**src/rtl/mesh_local_sink.sv**
```systemverilog
// rtl/mesh_local_sink.sv - ejection-side flit sink with FWFT FIFO, registered hold and statistics
//
// Purpose:
//   Consumes flits emitted by one mesh router output port, buffers them in a
//   small first-word-fall-through FIFO, backpressures the router through a
//   registered hold line and hands flits to the local core over valid/ready.
//
// Ports:
//   clk, reset      - clock, synchronous active-high reset
//   dataIn          - flit from router output port
//   writeRequest    - dataIn valid this cycle
//   holdPort        - registered backpressure to the router
//   coreData        - FIFO head flit (0 when empty)
//   coreValid       - FIFO non-empty
//   coreReady       - core consumes head when coreValid & coreReady
//   rxCount         - saturating count of accepted flits
//   dropCount       - saturating count of dropped flits
//   overflowErr     - sticky: flit arrived while full with no pop
//   misrouteErr     - sticky: flit address differs from this node
//
// Optional feature: MESH_SINK_ADDR_CHECK_EN enables destination address
// checking; without it every valid flit is stored and misrouteErr is 0.

module mesh_local_sink #(
  parameter int X_LOC      = 1,
  parameter int Y_LOC      = 1,
  parameter int X_NODES    = 9,
  parameter int Y_NODES    = 9,
  parameter int DATA_WIDTH = 32,
  parameter int FIFO_DEPTH = 4,
  parameter int HOLD_SLACK = 2,
  parameter int CNT_WIDTH  = 16
) (
  input  logic                  clk,
  input  logic                  reset,
  input  logic [DATA_WIDTH-1:0] dataIn,
  input  logic                  writeRequest,
  output logic                  holdPort,
  output logic [DATA_WIDTH-1:0] coreData,
  output logic                  coreValid,
  input  logic                  coreReady,
  output logic [CNT_WIDTH-1:0]  rxCount,
  output logic [CNT_WIDTH-1:0]  dropCount,
  output logic                  overflowErr,
  output logic                  misrouteErr
);

  localparam int XB   = $clog2(X_NODES);
  localparam int YB   = $clog2(Y_NODES);
  localparam int PTRW = $clog2(FIFO_DEPTH);
  localparam int CW   = PTRW + 1;

  localparam logic [CW-1:0] FULL_CNT = CW'(FIFO_DEPTH);
  localparam logic [CW-1:0] HOLD_TH  = CW'(FIFO_DEPTH - HOLD_SLACK);

  // Reject configurations the FIFO/hold arithmetic cannot support.
  if (X_LOC < 0 || X_LOC >= X_NODES || Y_LOC < 0 || Y_LOC >= Y_NODES ||
      FIFO_DEPTH < 4 || (FIFO_DEPTH & (FIFO_DEPTH - 1)) != 0 ||
      HOLD_SLACK < 2 || HOLD_SLACK > FIFO_DEPTH - 1) begin : g_bad_params
    $error("mesh_local_sink: illegal parameter combination");
  end

  logic [DATA_WIDTH-1:0] mem_q [FIFO_DEPTH];
  logic [DATA_WIDTH-1:0] mem_d [FIFO_DEPTH];
  logic [PTRW-1:0]       rd_ptr_q, rd_ptr_d;
  logic [PTRW-1:0]       wr_ptr_q, wr_ptr_d;
  logic [CW-1:0]         count_q, count_d;
  logic                  hold_q, hold_d;
  logic [CNT_WIDTH-1:0]  rx_cnt_q, rx_cnt_d;
  logic [CNT_WIDTH-1:0]  drop_cnt_q, drop_cnt_d;
  logic                  ovf_q, ovf_d;

  logic present;
  logic misroute;
  logic full;
  logic empty;
  logic pop;
  logic push;
  logic overflow;
  logic drop;

  // A flit is only real when both the strobe and its own valid bit are set.
  assign present = writeRequest & dataIn[DATA_WIDTH-1];

`ifdef MESH_SINK_ADDR_CHECK_EN
  logic mis_q, mis_d;

  assign misroute = present &
                    ((dataIn[DATA_WIDTH-2 -: XB] != XB'(X_LOC)) |
                     (dataIn[DATA_WIDTH-2-XB -: YB] != YB'(Y_LOC)));

  always_comb begin
    mis_d = mis_q | misroute;
  end

  always_ff @(posedge clk) begin
    if (reset) begin
      mis_q <= 1'b0;
    end else begin
      mis_q <= mis_d;
    end
  end

  assign misrouteErr = mis_q;
`else
  assign misroute    = 1'b0;
  assign misrouteErr = 1'b0;
`endif

  assign full     = (count_q == FULL_CNT);
  assign empty    = (count_q == '0);
  assign pop      = ~empty & coreReady;
  // When full, a same-edge pop frees the slot the push lands in.
  assign push     = present & ~misroute & (~full | pop);
  assign overflow = present & full & ~pop;
  // A flit that is both misrouted and overflowing is counted once.
  assign drop     = present & (misroute | overflow);

  always_comb begin
    mem_d = mem_q;
    if (push) begin
      mem_d[wr_ptr_q] = dataIn;
    end

    wr_ptr_d = push ? wr_ptr_q + PTRW'(1) : wr_ptr_q;
    rd_ptr_d = pop  ? rd_ptr_q + PTRW'(1) : rd_ptr_q;

    count_d = count_q;
    case ({push, pop})
      2'b10:   count_d = count_q + CW'(1);
      2'b01:   count_d = count_q - CW'(1);
      default: count_d = count_q;
    endcase

    // Hold follows the occupancy that will exist after this edge, so the
    // router sees it one cycle later and still has HOLD_SLACK-1 slots left.
    hold_d = (count_d >= HOLD_TH);

    rx_cnt_d = rx_cnt_q;
    if (push && (rx_cnt_q != '1)) begin
      rx_cnt_d = rx_cnt_q + CNT_WIDTH'(1);
    end

    drop_cnt_d = drop_cnt_q;
    if (drop && (drop_cnt_q != '1)) begin
      drop_cnt_d = drop_cnt_q + CNT_WIDTH'(1);
    end

    ovf_d = ovf_q | overflow;
  end

  always_ff @(posedge clk) begin
    if (reset) begin
      mem_q      <= '{default: '0};
      rd_ptr_q   <= '0;
      wr_ptr_q   <= '0;
      count_q    <= '0;
      hold_q     <= 1'b0;
      rx_cnt_q   <= '0;
      drop_cnt_q <= '0;
      ovf_q      <= 1'b0;
    end else begin
      mem_q      <= mem_d;
      rd_ptr_q   <= rd_ptr_d;
      wr_ptr_q   <= wr_ptr_d;
      count_q    <= count_d;
      hold_q     <= hold_d;
      rx_cnt_q   <= rx_cnt_d;
      drop_cnt_q <= drop_cnt_d;
      ovf_q      <= ovf_d;
    end
  end

  assign holdPort    = hold_q;
  assign coreValid   = ~empty;
  assign coreData    = empty ? '0 : mem_q[rd_ptr_q];
  assign rxCount     = rx_cnt_q;
  assign dropCount   = drop_cnt_q;
  assign overflowErr = ovf_q;

endmodule

```
**config.mk**
```make
export PLATFORM = sky130hd
export DESIGN_NAME = mesh_local_sink
export DESIGN_NICKNAME = d
export VERILOG_FILES = /design/src/rtl/mesh_local_sink.sv
export SDC_FILE = /design/constraint.sdc
export NUM_CORES = 1
export LEC_CHECK = 0
export ABC_CLOCK_PERIOD_IN_PS = 3000
export CORE_MARGIN = 4
export CORE_UTILIZATION = 50
export DETAILED_ROUTE_END_ITERATION = 8
export PLACE_DENSITY_LB_ADDON = 0.08
export SETUP_SLACK_MARGIN = 0.2
export SLEW_MARGIN = 20
export SYNTH_ARGS = -nofsm -noshare
export SYNTH_HDL_FRONTEND = slang
export SYNTH_SLANG_ARGS = --single-unit
```
**constraint.sdc**
```tcl
create_clock -name clk -period 3 [get_ports clk]
set_clock_uncertainty 0.05 [all_clocks]
set_input_delay 0.9 -clock clk [delete_from_list [all_inputs] [get_ports clk]]
set_output_delay 0.9 -clock clk [all_outputs]
set_load 0.005 [all_outputs]
```
==> results.yml <==
clocking:
  num_cts_buffers: 17
  clock_sink_count: 169
  h-tree-depth: 4
  clkLatencyLatePin_ps: 430
  cts_buffer_depth: 2
  tritoncts: "yes"
  cts_root_buffer: "sky130_fd_sc_hd__clkbuf_16"
  path_clk_slew_ps: 60
grt:
  pin_count_of_the_biggest_net_entering_global_routing: 102
  first_pass_grt_wire_length_um: 33500
  first_global_vias: 6894
  grt_antenna_before_repair: 0
  globalRoute.totalOverflow: 0
  grt_use_total_pct: 24.9
yosys:
  top_cells_by_area_synth: "sky130_fd_sc_hd__dfxtp_1, sky130_fd_sc_hd__nand2_1, sky130_fd_sc_hd__a21oi_1"
  synthDominantAreaCellType: "sky130_fd_sc_hd__dfxtp_1"
  synthFlopType: "sky130_fd_sc_hd__dfxtp_1"
  post_synth_inst_count: 882
  synth.avg_cell_area_um2: 8.52
  synth.cell_area_um2: 7520
  ys_top_cells_by_count: "sky130_fd_sc_hd__nand2_1, sky130_fd_sc_hd__dfxtp_1, sky130_fd_sc_hd__a21oi_1"
  synthesis.nets: 926
  synth-edff-count: 0
  synth.ff_latch_count: 169
  synth.most_common_cell: "sky130_fd_sc_hd__nand2_1"
  ys_async_sr_fraction_pct: 0
  synth_largest_type_area_fraction_pct: 45.0
  netlist-cell-type-count: 50
  synth_warnings: 0
  synth.yosys.seq_area_share_pct: 45.0
drt:
  postRouteWirelength_um: 20800
  vias_per_cell: 5.70
  dr.pass1.iters: 5
  detailed_route_drc_error_count: 0
  wl_per_cell_um: 17.3
  dr_total_vias: 6860
  drt_iter0_drc: 506
  ant_nets: 0
setup_path:
  ff2ff_setup_slack_ps: 700
  worst_setup_path_end_kind: "primary output"
  setup.worst_path.start_class: "flip-flop"
  r2r-start: "count_q[2]"
  crit_fanout: 6
  cp.arrival_ps: 1860
  worstSetupStartpoint: "rd_ptr_q[0]"
  slowest_stage: "sky130_fd_sc_hd__mux4_2"
  worstPathCellList: "buf_12 -> buf_6 -> mux4_2 -> and2_4 -> buf_6"
  critical-path-max-stage-delay_ps: 500
  rr_endpoint: "holdPort"
  cp.required_ps: 2050
  critical-path-top-delay-family: "multiplexers"
  critPathMostFrequentCell: "sky130_fd_sc_hd__buf_6"
  setup.worst_path.class: "flip-flop to primary output"
  timing.critical_path.buf_inv: 3
  worst-r2r-cell-count: 9
min_path:
  hp-class: "flip-flop to flip-flop"
  hold-path-cell-count: 2
  min_delay_worst_endpoint: "mem_q[115]"
  timing.hold.worst.start: "mem_q[115]"
sta:
  setup_violations: 0
  finalMaxSlewViolations: 0
  hold_ws_ps: 403
  max_clock_freq_ghz: 0.356
  worst_pin_slew_ps: 510
  grt_setup_unrepaired: "yes"
  timing_hold_violations_final: 0
  timing.final.crit_period_ps: 2810
  final.period_utilization_pct: 93.5
  tightest_slew_margin_relative_to_the_limit_pct: 65.7
power:
  leakage_nw: 3.56
  power.density_nw_per_um2: 626
  worst_vdd_ir_mv: 0.446
floorplanning:
  vert_die_dim_um: 131
  initial_utilization_pct: 51.3
  floorplan.rows: 44
  core_area_um2: 14600
  die-area_um2: 17100
  top_level_ports: 104
  die_width_um: 131
place:
  place.gp.congestion: 0.807
  place_hpwl_um: 12600
  port_buffers: 102
final_layout:
  post-route-util_pct: 68.4
  final_antenna_diode_count: 0
  drive_gt1_share_pct: 20.4
  nets: 1050
  signed_area_change_from_the_synthesized_netlist_to_the_final_layout_pct: 33.2
run:
  timing.max_cap.violations: 0
outcome:
  status: "complete, no violations"
-- cell families (layout without fill, tap and decap cells) --
group	Yosys count	after routing	share of synthesized area [%]
mux	35	35	10.1
xor+xnor	5	5	0.583
compound gates	187	187	13.7
buf+inv	81	218	4.89
other cells	1	1	0.0499
simple gates	396	396	24.3
fa+ha+maj	8	8	1.43
flops	169	169	45.0
-- worst reg2reg max path: stages, from the launching register on --
cell and delay, ps:
sky130_fd_sc_hd__dfxtp_1 400, sky130_fd_sc_hd__or3_4 170, sky130_fd_sc_hd__buf_8 180, sky130_fd_sc_hd__and2_1 230
sky130_fd_sc_hd__ha_4 150, sky130_fd_sc_hd__inv_1 50, sky130_fd_sc_hd__fa_2 330, sky130_fd_sc_hd__xor2_1 150
sky130_fd_sc_hd__or3_1 330, sky130_fd_sc_hd__a31oi_1 190
-- layout by cell type, fill, tap and decap left out, drive strengths merged, types with 7 or more instances in the layout --
cell type,Yosys,layout
nand2,259,259
ha,7,7
o21ai,8,8
mux4,32,32
dfxtp,169,169
and3,7,7
or3,8,8
clkbuf,27,23
nor2,26,26
nand3,13,13
clkdlybuf4s50,0,68
and2,34,34
inv,12,12
or4,12,12
nand4,12,12
a21oi,149,149
o31ai,13,13
buf,42,102
-- repair_timing --
item                                    4_1_cts  5_1_grt
endpoints found under the setup margin       33       32
hold buffers                                  0        0
gates cloned                                  4        0
pin swaps                                    20        5
resized for setup                           175       17
buffers inserted                             28        2
-- sequential cells by signal, indices dropped and copies added, names as in the netlist --
name / cells
mem_q: 128
dropCount: 16
rxCount: 16
count_q: 3
rd_ptr_q: 2
wr_ptr_q: 2
holdPort: 1
overflowErr: 1
-- per-layer routing --
| layer | vias up | part of all wire (%) | global-route usage, % |
|---|---|---|---|
| li1 | 3293 | - | - |
| met1 | 3301 | 42 | 30.7 |
| met2 | 242 | 51 | 43.0 |
| met3 | 24 | 6.2 | 6.22 |
| met4 | 0 | 1.4 | 7.62 |
| met5 | - | 0 | 0 |
-- per-stage QoR --
stage | worst slack (ps) | setup TNS [ps] | instances | instance area (um^2) | total power [mW]
after global placement | -54.4 | -80.4 | 1137 | 8920 | 3.49
after global routing | 135 | 0 | 1203 | 10000 | 6.51
final | 194 | 0 | 1203 | 10000 | 6.27
after floorplan | 210 | 0 | 882 | 7540 | 3.04
after detailed placement | -126 | -226 | 1137 | 8920 | 3.52
after CTS | 156 | 0 | 1201 | 9940 | 6.26
-- layout make-up --
class,count,area [um^2]
well taps,184,230
flip-flops and latches,169,3390
inverters,12,45.0
clock buffers,21,470
multi-input cells,632,3850
clock inverters,11,169
fillers,1099,4630
repair buffers,174,1860
-- power by group --
| group | internal, mW | leakage (nW) | switching [mW] |
|---|---|---|---|
| registers | 2.32 | 1.37 | 0.0796 |
| logic | 0.829 | 1.87 | 0.673 |
| clock network | 1.46 | 0.313 | 0.902 |
-- worst max-delay path by stage --
stage,end,slack (ps),cells past startpoint
after floorplan,holdPort,210,10
after global placement,holdPort,-50,10
after detailed placement,holdPort,-130,10
after CTS,coreData[25],160,6
after global routing,coreData[15],140,5
final,coreData[15],190,5
Power figures use the tool's default switching activity.
